### src/rtl/calc_alu.sv
// Sequential sign-magnitude ALU: single-step add/sub, 12-step shift-add multiply
// and restoring divide/modulo behind a start/busy/done handshake.
module calc_alu #(
    parameter int MAG_W = 12
) (
    input  logic               clk,
    input  logic               reset,
    input  logic               start,
    input  logic [MAG_W:0]     opA,
    input  logic [MAG_W:0]     opB,
    input  logic [3:0]         op,
    output logic [2*MAG_W:0]   result,
    output logic               busy,
    output logic               done,
    output logic               error
);

    localparam int CW = $clog2(MAG_W);
    localparam logic [CW-1:0] LAST = CW'(MAG_W - 1);

    localparam logic [3:0] OP_ADD = 4'b0000;
    localparam logic [3:0] OP_SUB = 4'b0001;
    localparam logic [3:0] OP_MUL = 4'b0010;
    localparam logic [3:0] OP_DIV = 4'b0011;
    localparam logic [3:0] OP_MOD = 4'b0100;

    typedef enum logic [1:0] {IDLE, EXEC, DONE} state_t;

    state_t               state;
    logic [MAG_W-1:0]     a_mag, b_mag;
    logic                 a_sign, b_sign;
    logic [3:0]           op_q;
    logic [CW-1:0]        cnt;
    logic [2*MAG_W-1:0]   acc;
    logic [MAG_W-1:0]     rem, quo;

    logic [2*MAG_W-1:0]   acc_next;
    logic [MAG_W:0]       rem_shift, rem_diff;
    logic [MAG_W-1:0]     rem_next, quo_next;
    logic                 eff_b_sign, as_sign;
    logic [MAG_W:0]       as_mag;
    logic [2*MAG_W-1:0]   res_mag;
    logic                 res_sign, res_err, last_step;

    // NOTE: every always_comb output gets a default first so no path can infer a latch.
    always_comb begin
        acc_next = acc;
        if (b_mag[cnt])
            acc_next = acc + ({{MAG_W{1'b0}}, a_mag} << cnt);

        // Restoring division: bring down the next dividend bit, subtract if it fits.
        rem_shift = {rem, a_mag[LAST - cnt]};
        rem_diff  = rem_shift - {1'b0, b_mag};
        if (rem_shift >= {1'b0, b_mag}) begin
            rem_next = rem_diff[MAG_W-1:0];
            quo_next = {quo[MAG_W-2:0], 1'b1};
        end else begin
            rem_next = rem_shift[MAG_W-1:0];
            quo_next = {quo[MAG_W-2:0], 1'b0};
        end

        eff_b_sign = b_sign ^ (op_q == OP_SUB);
        if (a_sign == eff_b_sign) begin
            as_mag  = {1'b0, a_mag} + {1'b0, b_mag};
            as_sign = a_sign;
        end else if (a_mag >= b_mag) begin
            as_mag  = {1'b0, a_mag} - {1'b0, b_mag};
            as_sign = a_sign;
        end else begin
            as_mag  = {1'b0, b_mag} - {1'b0, a_mag};
            as_sign = eff_b_sign;
        end

        res_mag   = '0;
        res_sign  = 1'b0;
        res_err   = 1'b0;
        last_step = 1'b1;
        case (op_q)
            OP_ADD, OP_SUB: begin
                res_mag  = {{(MAG_W-1){1'b0}}, as_mag};
                res_sign = as_sign;
            end
            OP_MUL: begin
                last_step = (cnt == LAST);
                res_mag   = acc_next;
                res_sign  = a_sign ^ b_sign;
            end
            OP_DIV, OP_MOD: begin
                last_step = (cnt == LAST);
                if (b_mag == '0) begin
                    res_err = 1'b1;
                end else if (op_q == OP_DIV) begin
                    res_mag  = {{MAG_W{1'b0}}, quo_next};
                    res_sign = a_sign ^ b_sign;
                end else begin
                    res_mag  = {{MAG_W{1'b0}}, rem_next};
                    res_sign = a_sign;
                end
            end
            default: res_err = 1'b1;
        endcase
        // No negative zero on the output.
        res_sign = res_sign & (|res_mag);
    end

    // NOTE: sequential state uses non-blocking assignments so every register samples pre-edge values.
    always_ff @(posedge clk or posedge reset) begin
        if (reset) begin
            state  <= IDLE;
            a_mag  <= '0;
            b_mag  <= '0;
            a_sign <= 1'b0;
            b_sign <= 1'b0;
            op_q   <= '0;
            cnt    <= '0;
            acc    <= '0;
            rem    <= '0;
            quo    <= '0;
            result <= '0;
            busy   <= 1'b0;
            done   <= 1'b0;
            error  <= 1'b0;
        end else begin
            done <= 1'b0;
            case (state)
                IDLE: begin
                    if (start) begin
                        // Negative zero operands are folded to +0 at capture.
                        a_mag  <= opA[MAG_W-1:0];
                        b_mag  <= opB[MAG_W-1:0];
                        a_sign <= opA[MAG_W] & (|opA[MAG_W-1:0]);
                        b_sign <= opB[MAG_W] & (|opB[MAG_W-1:0]);
                        op_q   <= op;
                        cnt    <= '0;
                        acc    <= '0;
                        rem    <= '0;
                        quo    <= '0;
                        busy   <= 1'b1;
                        error  <= 1'b0;
                        state  <= EXEC;
                    end
                end
                EXEC: begin
                    acc <= acc_next;
                    rem <= rem_next;
                    quo <= quo_next;
                    cnt <= cnt + 1'b1;
                    if (last_step) begin
                        result <= {res_sign, res_mag};
                        error  <= res_err;
                        busy   <= 1'b0;
                        done   <= 1'b1;
                        state  <= DONE;
                    end
                end
                DONE:    state <= IDLE;
                default: state <= IDLE;
            endcase
        end
    end

endmodule

### config.mk
export PLATFORM = sky130hd
export DESIGN_NAME = calc_alu
export DESIGN_NICKNAME = d
export VERILOG_FILES = /design/src/rtl/calc_alu.sv
export SDC_FILE = /design/constraint.sdc
export NUM_CORES = 1
export LEC_CHECK = 0
export BUFFER_PORTS_ARGS = -buffer_cell sky130_fd_sc_hd__clkbuf_2
export CAP_MARGIN = 20
export CORE_MARGIN = 10
export CORE_UTILIZATION = 62
export DETAILED_ROUTE_END_ITERATION = 10
export PLACE_DENSITY_LB_ADDON = 0.08
export SLEW_MARGIN = 20
export SYNTH_ARGS = -nofsm -noshare
export SYNTH_HDL_FRONTEND = slang
export SYNTH_SLANG_ARGS = --single-unit
### constraint.sdc
create_clock -name clk -period 5.5 [get_ports clk]
set_input_delay 0.275 -clock clk [delete_from_list [all_inputs] [get_ports clk]]
set_output_delay 0.275 -clock clk [all_outputs]
set_load 0.005 [all_outputs]
==> results of run 1 <==
==> synthesized netlist by cell type, types with 6 or more instances <==
| library cell | n | share of area, % |
|---|---|---|
| a21oi_1 | 77 | 4.2 |
| xor2_1 | 16 | 1.5 |
| a22o_1 | 17 | 1.6 |
| o211ai_1 | 11 | 0.89 |
| o21ai_0 | 104 | 5.6 |
| and2_1 | 7 | 0.47 |
| nor2_1 | 73 | 3.0 |
| nand2_1 | 162 | 6.6 |
| a211oi_1 | 15 | 1.2 |
| nand3_1 | 39 | 2.1 |
| nand4_1 | 7 | 0.47 |
| mux2i_1 | 40 | 4.3 |
| o21ai_1 | 22 | 1.2 |
| ha_1 | 74 | 10 |
| buf_2 | 9 | 0.49 |
| nor4_1 | 13 | 0.88 |
| and3_1 | 6 | 0.40 |
| a31oi_1 | 18 | 1.2 |
| clkbuf_1 | 52 | 2.1 |
| nand2b_1 | 15 | 1.0 |
| o31ai_1 | 11 | 0.89 |
| a21o_1 | 19 | 1.5 |
| o21a_1 | 10 | 0.81 |
| inv_1 | 46 | 1.9 |
| xnor2_1 | 29 | 2.7 |
| o21bai_1 | 8 | 0.65 |
| dfrtp_1 | 111 | 30 |
| mux4_2 | 9 | 2.2 |
| o22ai_1 | 8 | 0.54 |
| mux2_2 | 6 | 0.73 |
| nor3_1 | 23 | 1.2 |
==> layout make-up <==
type,instances,share of cell area (%)
clock buffers,9,2.25
clock inverters,7,0.914
inverters,48,1.83
multi-input cells,912,60.7
flip-flops and latches,111,27.8
well taps,184,2.30
repair buffers,76,4.23
==> per-stage QoR <==
stage / std cells / hold slack [ns]
4_1_cts: 1347 / 0.0791
3_5_place_dp: 1330 / 0.387
3_3_place_gp: 1330 / 0.384
5_1_grt: 1347 / 0.107
2_1_floorplan: 1137 / 0.380
6_report: 1347 / 0.0836
==> metal layers <==
metal / track usage, % / vias up / part of all wire [%]
li1: - / 4144 / -
met1: 36.3 / 4225 / 41
met2: 42.9 / 503 / 45
met3: 6.01 / 95 / 9.6
met4: 13.8 / 0 / 4.9
met5: 0 / - / 0
==> what timing repair did <==
item / 4_1_cts / 5_1_grt
gates resized for setup: 0 / 1
endpoints found under the setup margin: 0 / 1
buffers inserted: 0 / 0
hold buffers: 1 / 0
hold endpoints to repair: 15 / 0
==> registers in the layout, indices dropped and copies added (netlist names) <==
register	count
state	2
result	25
op_q	4
acc	24
done	1
quo	11
b_sign	1
b_mag	12
a_sign	1
busy	1
error	1
rem	12
cnt	4
a_mag	12
==> layout by cell type (no fill, tap or decap), types with 17 or more instances in the layout <==
cell type,instances
a21o_1,19
a21oi_1,76
a22o_1,17
a31oi_1,18
clkbuf_2,60
dfrtp_1,111
ha_1,74
inv_1,45
mux2i_1,40
nand2_1,162
nand3_1,39
nor2_1,73
nor3_1,23
o21ai_0,104
o21ai_1,22
xnor2_1,29
==> cell families after synthesis <==
group | count (synthesis) | synth area share [%]
and+or+nand+nor | 377 | 18.8
AOI/OAI and AO/OA | 354 | 23.7
buffers and inverters | 114 | 4.81
DFF | 111 | 29.9
adders and majority gates | 79 | 11.1
muxes | 57 | 7.49
xor gates and xnor gates | 45 | 4.25
==> worst max path at each step <==
stage          cells after the start          startpoint  slack [ns]                endpoint
3_5_place_dp                      16  cnt[0]$_DFFE_PP0P_        0.35  result[24]$_DFFE_PP0P_
5_1_grt                           15  cnt[0]$_DFFE_PP0P_        0.17  result[24]$_DFFE_PP0P_
6_report                          19  cnt[1]$_DFFE_PP0P_        0.48  result[24]$_DFFE_PP0P_
4_1_cts                           16  cnt[0]$_DFFE_PP0P_        0.36  result[24]$_DFFE_PP0P_
2_1_floorplan                     21  cnt[2]$_DFFE_PP0P_        0.83  result[24]$_DFFE_PP0P_
3_3_place_gp                      15  cnt[0]$_DFFE_PP0P_        0.61  result[24]$_DFFE_PP0P_
==> worst reg2reg max path, delay by kind of cell (launching register included) <==
kind / cells / cell delay, ns
XOR/XNOR: 1 / 0.23
buffers and inverters: 1 / 0.30
AND/OR/NAND/NOR: 4 / 0.49
flip-flops: 1 / 0.62
multiplexers: 1 / 0.21
adder cells (fa/ha/maj): 1 / 0.35
AO/OA/AOI/OAI: 11 / 2.69
==> flow_metrics.env, run 1 <==
export IMPL_status="finished clean"
export IMPL_fillers=1254
export IMPL_setup_viol=0
export IMPL_syn_area_um2=9280
export IMPL_timing_fmax_mhz=199
export IMPL_die_y_um=142
export IMPL_numCtsBuffers=9
export IMPL_finalSetupTns_ns=0
export IMPL_startpoint_type="register"
export IMPL_grt_util_all_layers_pct=27.9
export IMPL_drtIter0Drc=940
export IMPL_period_needed_ns=5.02
export IMPL_crit_type="register to register"
export IMPL_wl_per_cell_um=21.3
export IMPL_slew_viol_final=0
export IMPL_fin_util_pct=68.5
export IMPL_cts_tree="yes"
export IMPL_hp_class="primary input to register"
export IMPL_slew_headroom_pct=37.7
export IMPL_clkLatencyLatePin_ns=0.38
export IMPL_tightest_slew_ns=0.933
export IMPL_crit_path_end_kind="register"
export IMPL_fin_ws_ns=0.482
export IMPL_row_count=44
export IMPL_hold_start="op[3]"
export IMPL_synthArstFlopShare_pct=100
export IMPL_r2r_end="result[24]$_DFFE_PP0P_"
export IMPL_final_nets=1270
export IMPL_rsz0062_at_grt="false"
export IMPL_die_area_um2=20300
export IMPL_hpwlAfterDp_um=21900
export IMPL_ant_nets=0
export IMPL_synth_seq_area_share_pct=29.9
export IMPL_r2r_cells=19
export IMPL_drcViolationCount=0
export IMPL_r2r_start="cnt[1]$_DFFE_PP0P_"
export IMPL_whs_path_depth=3
export IMPL_cts_root_buf="clkbuf_16"
export IMPL_fin_crit_sh_pct=91.2
export IMPL_cp_top_family="compound AO/OA/AOI/OAI gates"
export IMPL_worstHoldEndpoint="op_q[3]$_DFFE_PP0P_"
export IMPL_core_um2=14600
export IMPL_io_pins=61
export IMPL_grt_pass1_wl_um=44900
export IMPL_hold_violations=0
export IMPL_cap_violations=0
export IMPL_die_w_um=142
export IMPL_ff_latch_area_um2=2780
export IMPL_first_pass_iters=6
export IMPL_skew_ns=0.0168
export IMPL_rrSetupSlack_ns=0.48
export IMPL_syn_to_final_growth_pct=7.66
export IMPL_dominantRegCellSynth="dfrtp_1"
export IMPL_num_antenna_cells=0
export IMPL_io_buffers=60
export IMPL_multi_input_area_um2=6060
export IMPL_vias=8967
export IMPL_clk_path_buf_depth=2
export IMPL_crit_required_ns=5.74
export IMPL_yosys_warnings=0
export IMPL_antenna_found_initial=0
export IMPL_initial_core_util_pct=63.6
export IMPL_cts_sinks=111
export IMPL_drt_wl_total_um=28700
export IMPL_ys_seq_elements=111
export IMPL_timing_critical_path_buf_inv=1
export IMPL_synth_area_per_cell_um2=8.16
export IMPL_synth_edf_count=0
export IMPL_htree_levels=3
export IMPL_cpPeakStageDelay_ns=0.62
export IMPL_crit_fanout=14
export IMPL_crit_chain="buf_4 -> mux2i_1 -> nor2_1 -> a31oi_1 -> nor2_1 -> a21oi_1 -> nor2_1 -> ha_1 -> a21oi_1 -> o211ai_1 -> a31oi_1 -> o21ai_1 -> a21o_1 -> o31ai_1 -> xor2_1 -> a21oi_1 -> o21bai_1 -> nor4_2 -> a41oi_1"
export IMPL_drive_gt1_share_pct=10.4
export IMPL_synth_cell_types=73
export IMPL_routabilityCongestion=1.04
export IMPL_place_ws_ns=0.352
export IMPL_synthCells=1137
export IMPL_critical_path_arrival_ns=5.26
export IMPL_viasPerCell=6.66
export IMPL_grt_max_degree=69
export IMPL_dpl_cell_area_um2=9660
export IMPL_synth_net_count=1249
export IMPL_grt_overflow=0
export IMPL_final_area_um2=9990
export IMPL_clk_pin_slew_worst_paths_ns=0.09
export IMPL_grt_pass1_vias=8319
export IMPL_cp_slowest_cell="dfrtp_1"
Power of run 1 is left out: the tool's default activity adds up to more than one toggle a clock period on the data nets, which glitch-free logic cannot reach.
==> run 2, diff against run 1 <==
Settings changed: BUFFER_PORTS_ARGS -buffer_cell sky130_fd_sc_hd__clkbuf_2 to default, CORE_UTILIZATION 62 to 65, DONT_BUFFER_PORTS from default to 1.
==> run 2 against run 1 <==
Net effect:
- worst setup slack better by 0.0084 ns
- die area is 4.0% lower
- flip-flop and latch count stayed put
==> flow_metrics.env, run 2 (synthesis results as in run 1) <==
export IMPL_status="finished clean"
export IMPL_grt_max_degree=69
export IMPL_grt_pass1_vias=8308
export IMPL_startpoint_type="register"
export IMPL_syn_to_final_growth_pct=4.60
export IMPL_crit_fanout=17
export IMPL_htree_levels=3
export IMPL_numCtsBuffers=9
export IMPL_grt_use_met2_pct=44.2
export IMPL_clkLatencyLatePin_ns=0.38
export IMPL_cts_root_buf="clkbuf_16"
export IMPL_tightest_slew_ns=0.972
export IMPL_fin_crit_sh_pct=91.1
export IMPL_cts_tree="yes"
export IMPL_die_y_um=140
export IMPL_initial_core_util_pct=66.6
export IMPL_skew_ns=0.0166
export IMPL_top_register="result"
export IMPL_grt_busiest_layer="met2"
export IMPL_timing_fmax_mhz=200
export IMPL_grt_util_all_layers_pct=29.3
export IMPL_worstSetupStartpoint="cnt[1]$_DFFE_PP0P_"
export IMPL_slew_viol_final=0
export IMPL_grt_overflow=0
export IMPL_r2r_start="cnt[1]$_DFFE_PP0P_"
export IMPL_core_um2=13900
export IMPL_ant_nets=0
export IMPL_io_buffers=0
export IMPL_first_pass_iters=5
export IMPL_wl_per_cell_um=22.8
export IMPL_drive_gt1_share_pct=5.61
export IMPL_fin_ws_ns=0.490
export IMPL_hpwlAfterDp_um=22200
export IMPL_slew_headroom_pct=34.9
export IMPL_fillers=1205
export IMPL_die_w_um=140
export IMPL_finalSetupTns_ns=0
export IMPL_drcViolationCount=0
export IMPL_routabilityCongestion=1.03
export IMPL_hp_class="primary input to register"
export IMPL_crit_required_ns=5.74
export IMPL_drt_wl_total_um=29300
export IMPL_clk_pin_slew_worst_paths_ns=0.10
export IMPL_rrSetupSlack_ns=0.49
export IMPL_cts_sinks=111
export IMPL_place_ws_ns=0.649
export IMPL_fin_util_pct=69.7
export IMPL_cap_violations=0
export IMPL_largest_reg_flops=25
export IMPL_post_cts_buffers=0
export IMPL_r2r_end="result[24]$_DFFE_PP0P_"
export IMPL_layout_common_cells="nand2_1, dfrtp_1, o21ai_0, a21oi_1, ha_1"
export IMPL_die_area_um2=19500
export IMPL_rsz0062_at_grt="false"
export IMPL_met3_usage_pct=6.53
export IMPL_hold_violations=0
export IMPL_final_nets=1212
export IMPL_clk_path_buf_depth=2
export IMPL_top_regs="result (25), acc (24)"
export IMPL_viasPerCell=6.77
export IMPL_crit_path_end="result[24]$_DFFE_PP0P_"
export IMPL_use_met1_pct=37.7
export IMPL_antenna_found_initial=0
export IMPL_r2r_cells=16
export IMPL_critical_path_arrival_ns=5.25
export IMPL_crit_path_end_kind="register"
export IMPL_grt_pass1_wl_um=45900
export IMPL_vias=8703
export IMPL_setup_viol=0
export IMPL_row_count=43
export IMPL_crit_type="register to register"
export IMPL_io_pins=61
export IMPL_drtIter0Drc=942
export IMPL_period_needed_ns=5.01
export IMPL_layout_commonest_cell="nand2_1"
export IMPL_num_antenna_cells=0
==> run 2: layer usage <==
metal	vias up	part of all wire, %
li1	4032	-
met1	4076	41
met2	482	44
met3	113	9.0
met4	0	6.0
met5	-	0
==> run 2: critical path: stages (launching register included) <==
cell	delay, ns
dfrtp_1	0.74
mux4_2	0.64
nand2_1	0.09
a31o_2	0.24
ha_1	0.28
nand2b_1	0.15
a31oi_1	0.18
o21ai_1	0.10
a21oi_1	0.18
buf_4	0.24
mux2i_1	0.28
nor2_1	0.10
a211oi_1	0.64
o2111ai_1	0.19
or4_1	0.51
nor4_2	0.14
a41oi_1	0.14
==> run 2: through the flow <==
step                      hold slack (ns)  std cells  instance area, µm²
final                             0.00246       1285                9710
after global placement              0.272       1267                9370
after CTS                         0.00270       1285                9710
after global routing              0.00723       1285                9710
after floorplan                     0.380       1137                9280
after detailed placement            0.277       1267                9370
==> run 2: timing repair <==
| action | in CTS | in global routing |
|---|---|---|
| hold buffers | 2 | 0 |
| endpoints found under the hold margin | 47 | 0 |
| gates resized for setup | 0 | 0 |
==> run 2: final cells by class <==
| type | instances | area (µm²) | share of cell area, % |
|---|---|---|---|
| multi-input combinational | 912 | 6060 | 62.5 |
| tap | 180 | 225 | 2.32 |
| clock buffer | 9 | 225 | 2.32 |
| timing repair buffer | 18 | 140 | 1.44 |
| inverter | 48 | 183 | 1.88 |
| clock inverter | 7 | 93.8 | 0.966 |
| sequential | 111 | 2780 | 28.6 |
==> run 2: worst min path at each step <==
stage	cells past startpoint	slack [ns]	to	from
floorplan	2	0.38	op_q[0]$_DFFE_PP0P_	op[0]
global placement	1	0.27	acc[3]$_DFFE_PP0P_	reset
global route	2	0.007	a_mag[11]$_DFFE_PP0P_	opA[11]
CTS	2	0.003	op_q[1]$_DFFE_PP0P_	op[1]
finish	2	0.002	a_mag[11]$_DFFE_PP0P_	opA[11]
detailed placement	1	0.28	acc[4]$_DFFE_PP0P_	reset
Power of run 2 is left out for the same reason.
==> run 3, diff against run 2 <==
Settings changed: ABC_AREA from default to 1.
==> run 3 against run 2 <==
Net effect:
- global-route usage increased by 2.9 points
- worst hold slack improved by 0.014 ns
- count of clock-buffer cells in the layout unchanged
- utilization decreased by 0.84 points
- cell count increased by 44%
- worst setup slack improved by 0.46 ns
- die area increased by 11%
- sequential share of layout area decreased by 3.2 points
- register-to-register slack improved by 0.46 ns
- flip-flop and latch count unchanged
- final area increased by 13%
==> flow_metrics.env, run 3 <==
export IMPL_core_um2=15900
export IMPL_cts_sinks=111
export IMPL_yosysTopAreaCell="dfrtp_1"
export IMPL_yosys_warnings=0
export IMPL_dominantRegCellSynth="dfrtp_1"
export IMPL_cts_root_buf="clkbuf_16"
export IMPL_die_w_um=147
export IMPL_row_count=46
export IMPL_hold_start="op[2]"
export IMPL_slew_viol_final=0
export IMPL_finalSetupTns_ns=0
export IMPL_drive_gt1_share_pct=4.42
export IMPL_timing_fmax_mhz=220
export IMPL_synth_top_family_by_area="simple AND/OR/NAND/NOR gates"
export IMPL_postCtsHoldBufs=1
export IMPL_htree_levels=3
export IMPL_layout_common_cells="nand2_1, inv_1, nand3_1, o21ai_0, nor2_1"
export IMPL_synth_net_count=1768
export IMPL_ff_latch_area_um2=2780
export IMPL_startpoint_type="register"
export IMPL_synthAdderAreaFrac_pct=9.74
export IMPL_cts_resized=0
export IMPL_clk_pin_slew_worst_paths_ns=0.09
export IMPL_crit_required_ns=5.77
export IMPL_top_regs="result (25), acc (24)"
export IMPL_io_pins=61
export IMPL_grt_pass1_wl_um=56700
export IMPL_drt_wl_total_um=35400
export IMPL_crit_chain="o21ai_0 -> o21ai_0 -> nand2_1 -> o21ai_0 -> nor2_1 -> ha_1 -> a21oi_1 -> inv_1 -> nor2_1 -> nand2_1 -> a21oi_1 -> xor2_1 -> nand2_1 -> nand3_1 -> nand2_1 -> inv_1 -> nand2_1 -> nor2_1 -> nand3_1 -> nand2_1 -> nand2_1"
export IMPL_post_cts_buffers=0
export IMPL_clkLatencyLatePin_ns=0.38
export IMPL_final_nets=1737
export IMPL_synth_commonest_cells="nand2_1, inv_1, nand3_1, o21ai_0, nor2_1"
export IMPL_top_register="result"
export IMPL_hpwlAfterDp_um=28100
export IMPL_tightest_slew_ns=1.05
export IMPL_ant_nets=0
export IMPL_cp_common_cell="nand2_1"
export IMPL_rsz0062_at_grt="false"
export IMPL_r2r_start="cnt[0]$_DFFE_PP0P_"
export IMPL_synth_top_area_share_pct=26.4
export IMPL_yosysMostFrequentCell="nand2_1"
export IMPL_cp_slowest_cell="dfrtp_1"
export IMPL_synth_compound_area_share_pct=14.3
export IMPL_timing_critical_path_buf_inv=2
export IMPL_largest_reg_flops=25
export IMPL_numCtsBuffers=9
export IMPL_ys_seq_elements=111
export IMPL_multi_input_area_um2=6580
export IMPL_hold_violations=0
export IMPL_synth_area_per_cell_um2=6.36
export IMPL_crit_fanout=36
export IMPL_routabilityCongestion=1.05
export IMPL_grt_max_degree=61
export IMPL_cpPeakStageDelay_ns=1.04
export IMPL_syn_to_final_growth_pct=3.84
export IMPL_cp_top_family="compound AO/OA/AOI/OAI gates"
export IMPL_synthCells=1656
export IMPL_initial_core_util_pct=66.3
export IMPL_period_needed_ns=4.55
export IMPL_antenna_found_initial=0
export IMPL_syn_area_um2=10500
export IMPL_yosys_top_cells_area="dfrtp_1, nand2_1, ha_1"
export IMPL_slew_headroom_pct=30.1
export IMPL_synthArstFlopShare_pct=100
export IMPL_hp_class="primary input to register"
export IMPL_synth_xor_area_share_pct=2.25
export IMPL_skew_ns=0.0168
export IMPL_grt_overflow=0
export IMPL_yosys_area_share_simple_pct=35.5
export IMPL_fin_crit_sh_pct=82.7
export IMPL_synth_cell_types=50
export IMPL_clk_path_buf_depth=2
export IMPL_drcViolationCount=0
export IMPL_layout_commonest_cell="nand2_1"
export IMPL_fillers=1447
export IMPL_synth_seq_area_share_pct=26.4
export IMPL_io_buffers=0
export IMPL_grt_util_all_layers_pct=32.2
export IMPL_wl_per_cell_um=19.2
export IMPL_grt_pass1_vias=10534
export IMPL_critical_path_arrival_ns=4.82
export IMPL_die_y_um=147
export IMPL_crit_type="register to register"
export IMPL_muxShareOfSynthArea_pct=0.570
export IMPL_drtIter0Drc=1559
export IMPL_vias=11085
export IMPL_die_area_um2=21700
export IMPL_viasPerCell=6.00
export IMPL_crit_path_end_kind="register"
export IMPL_num_antenna_cells=0
export IMPL_cap_violations=0
export IMPL_setup_viol=0
export IMPL_synth_edf_count=0
export IMPL_first_pass_iters=5
export IMPL_cts_tree="yes"
export IMPL_worstSetupStartpoint="cnt[0]$_DFFE_PP0P_"
export IMPL_status="finished clean"
-- run 3: cell types whose count changed after synthesis, moves of 21 or more --
cell,before,now
clkbuf_1,52,25
inv_1,46,227
mux2i_1,40,6
nand2_1,162,524
nand3_1,39,139
nand4_1,7,43
nor2_1,73,118
xnor2_1,29,8
-- run 3: layer usage --
metal	part of all wire [%]	routed length (µm)	track usage, %
met5	0	0	0
met4	4.4	1550	14.4
met2	44	15600	49.9
met3	11	3730	6.17
met1	41	14600	42.7
-- run 3: worst reg2reg max path: cells and delay by family, from the launching register on --
kind | cells | cell delay, ns
AO/OA/AOI/OAI | 5 | 1.48
XOR/XNOR | 1 | 0.22
adder cells (fa/ha/maj) | 1 | 0.36
buffers and inverters | 2 | 0.16
flip-flops | 1 | 1.04
AND/OR/NAND/NOR | 12 | 1.20
-- run 3: layout make-up --
cell class | instances | area share [%]
clock buffer | 9 | 2.06
clock inverter | 7 | 0.835
inverter | 237 | 8.18
multi-input combinational | 1255 | 60.1
sequential | 111 | 25.4
tap | 216 | 2.47
timing repair buffer | 11 | 0.915
-- run 3: per-stage QoR --
stage	setup slack, ns	util, %	instances	hold slack [ns]	area (µm²)
2_1_floorplan	2.20	-	1656	0.385	10500
3_3_place_gp	1.11	66.6	1827	0.255	10600
3_5_place_dp	1.18	66.6	1827	0.267	10600
4_1_cts	1.12	68.7	1844	0.0192	10900
5_1_grt	0.638	68.8	1846	0.0325	10900
6_report	0.950	68.8	1846	0.0164	10900
-- run 3: final timing paths --
kind | cells past startpoint | slack, ns | to
worst max-delay path | 21 | 0.95 | result[24]$_DFFE_PP0P_
worst min-delay path | 2 | 0.02 | op_q[2]$_DFFE_PP0P_
worst max register to register | 21 | 0.95 | result[24]$_DFFE_PP0P_
worst min register to register | 2 | 0.51 | quo[10]$_DFFE_PP0P_
max in group asynchronous | 3 | 3.84 | acc[12]$_DFFE_PP0P_
min in group asynchronous | 2 | 0.46 | result[17]$_DFFE_PP0P_
-- run 3: cell families after synthesis --
| group | Yosys count |
|---|---|
| buffers and inverters | 290 |
| XOR/XNOR | 27 |
| adder cells (fa/ha/maj) | 79 |
| multiplexers | 6 |
| AO/OA/AOI/OAI | 271 |
| AND/OR/NAND/NOR | 872 |
| flip-flops | 111 |
Power of run 3 is left out for the same reason.
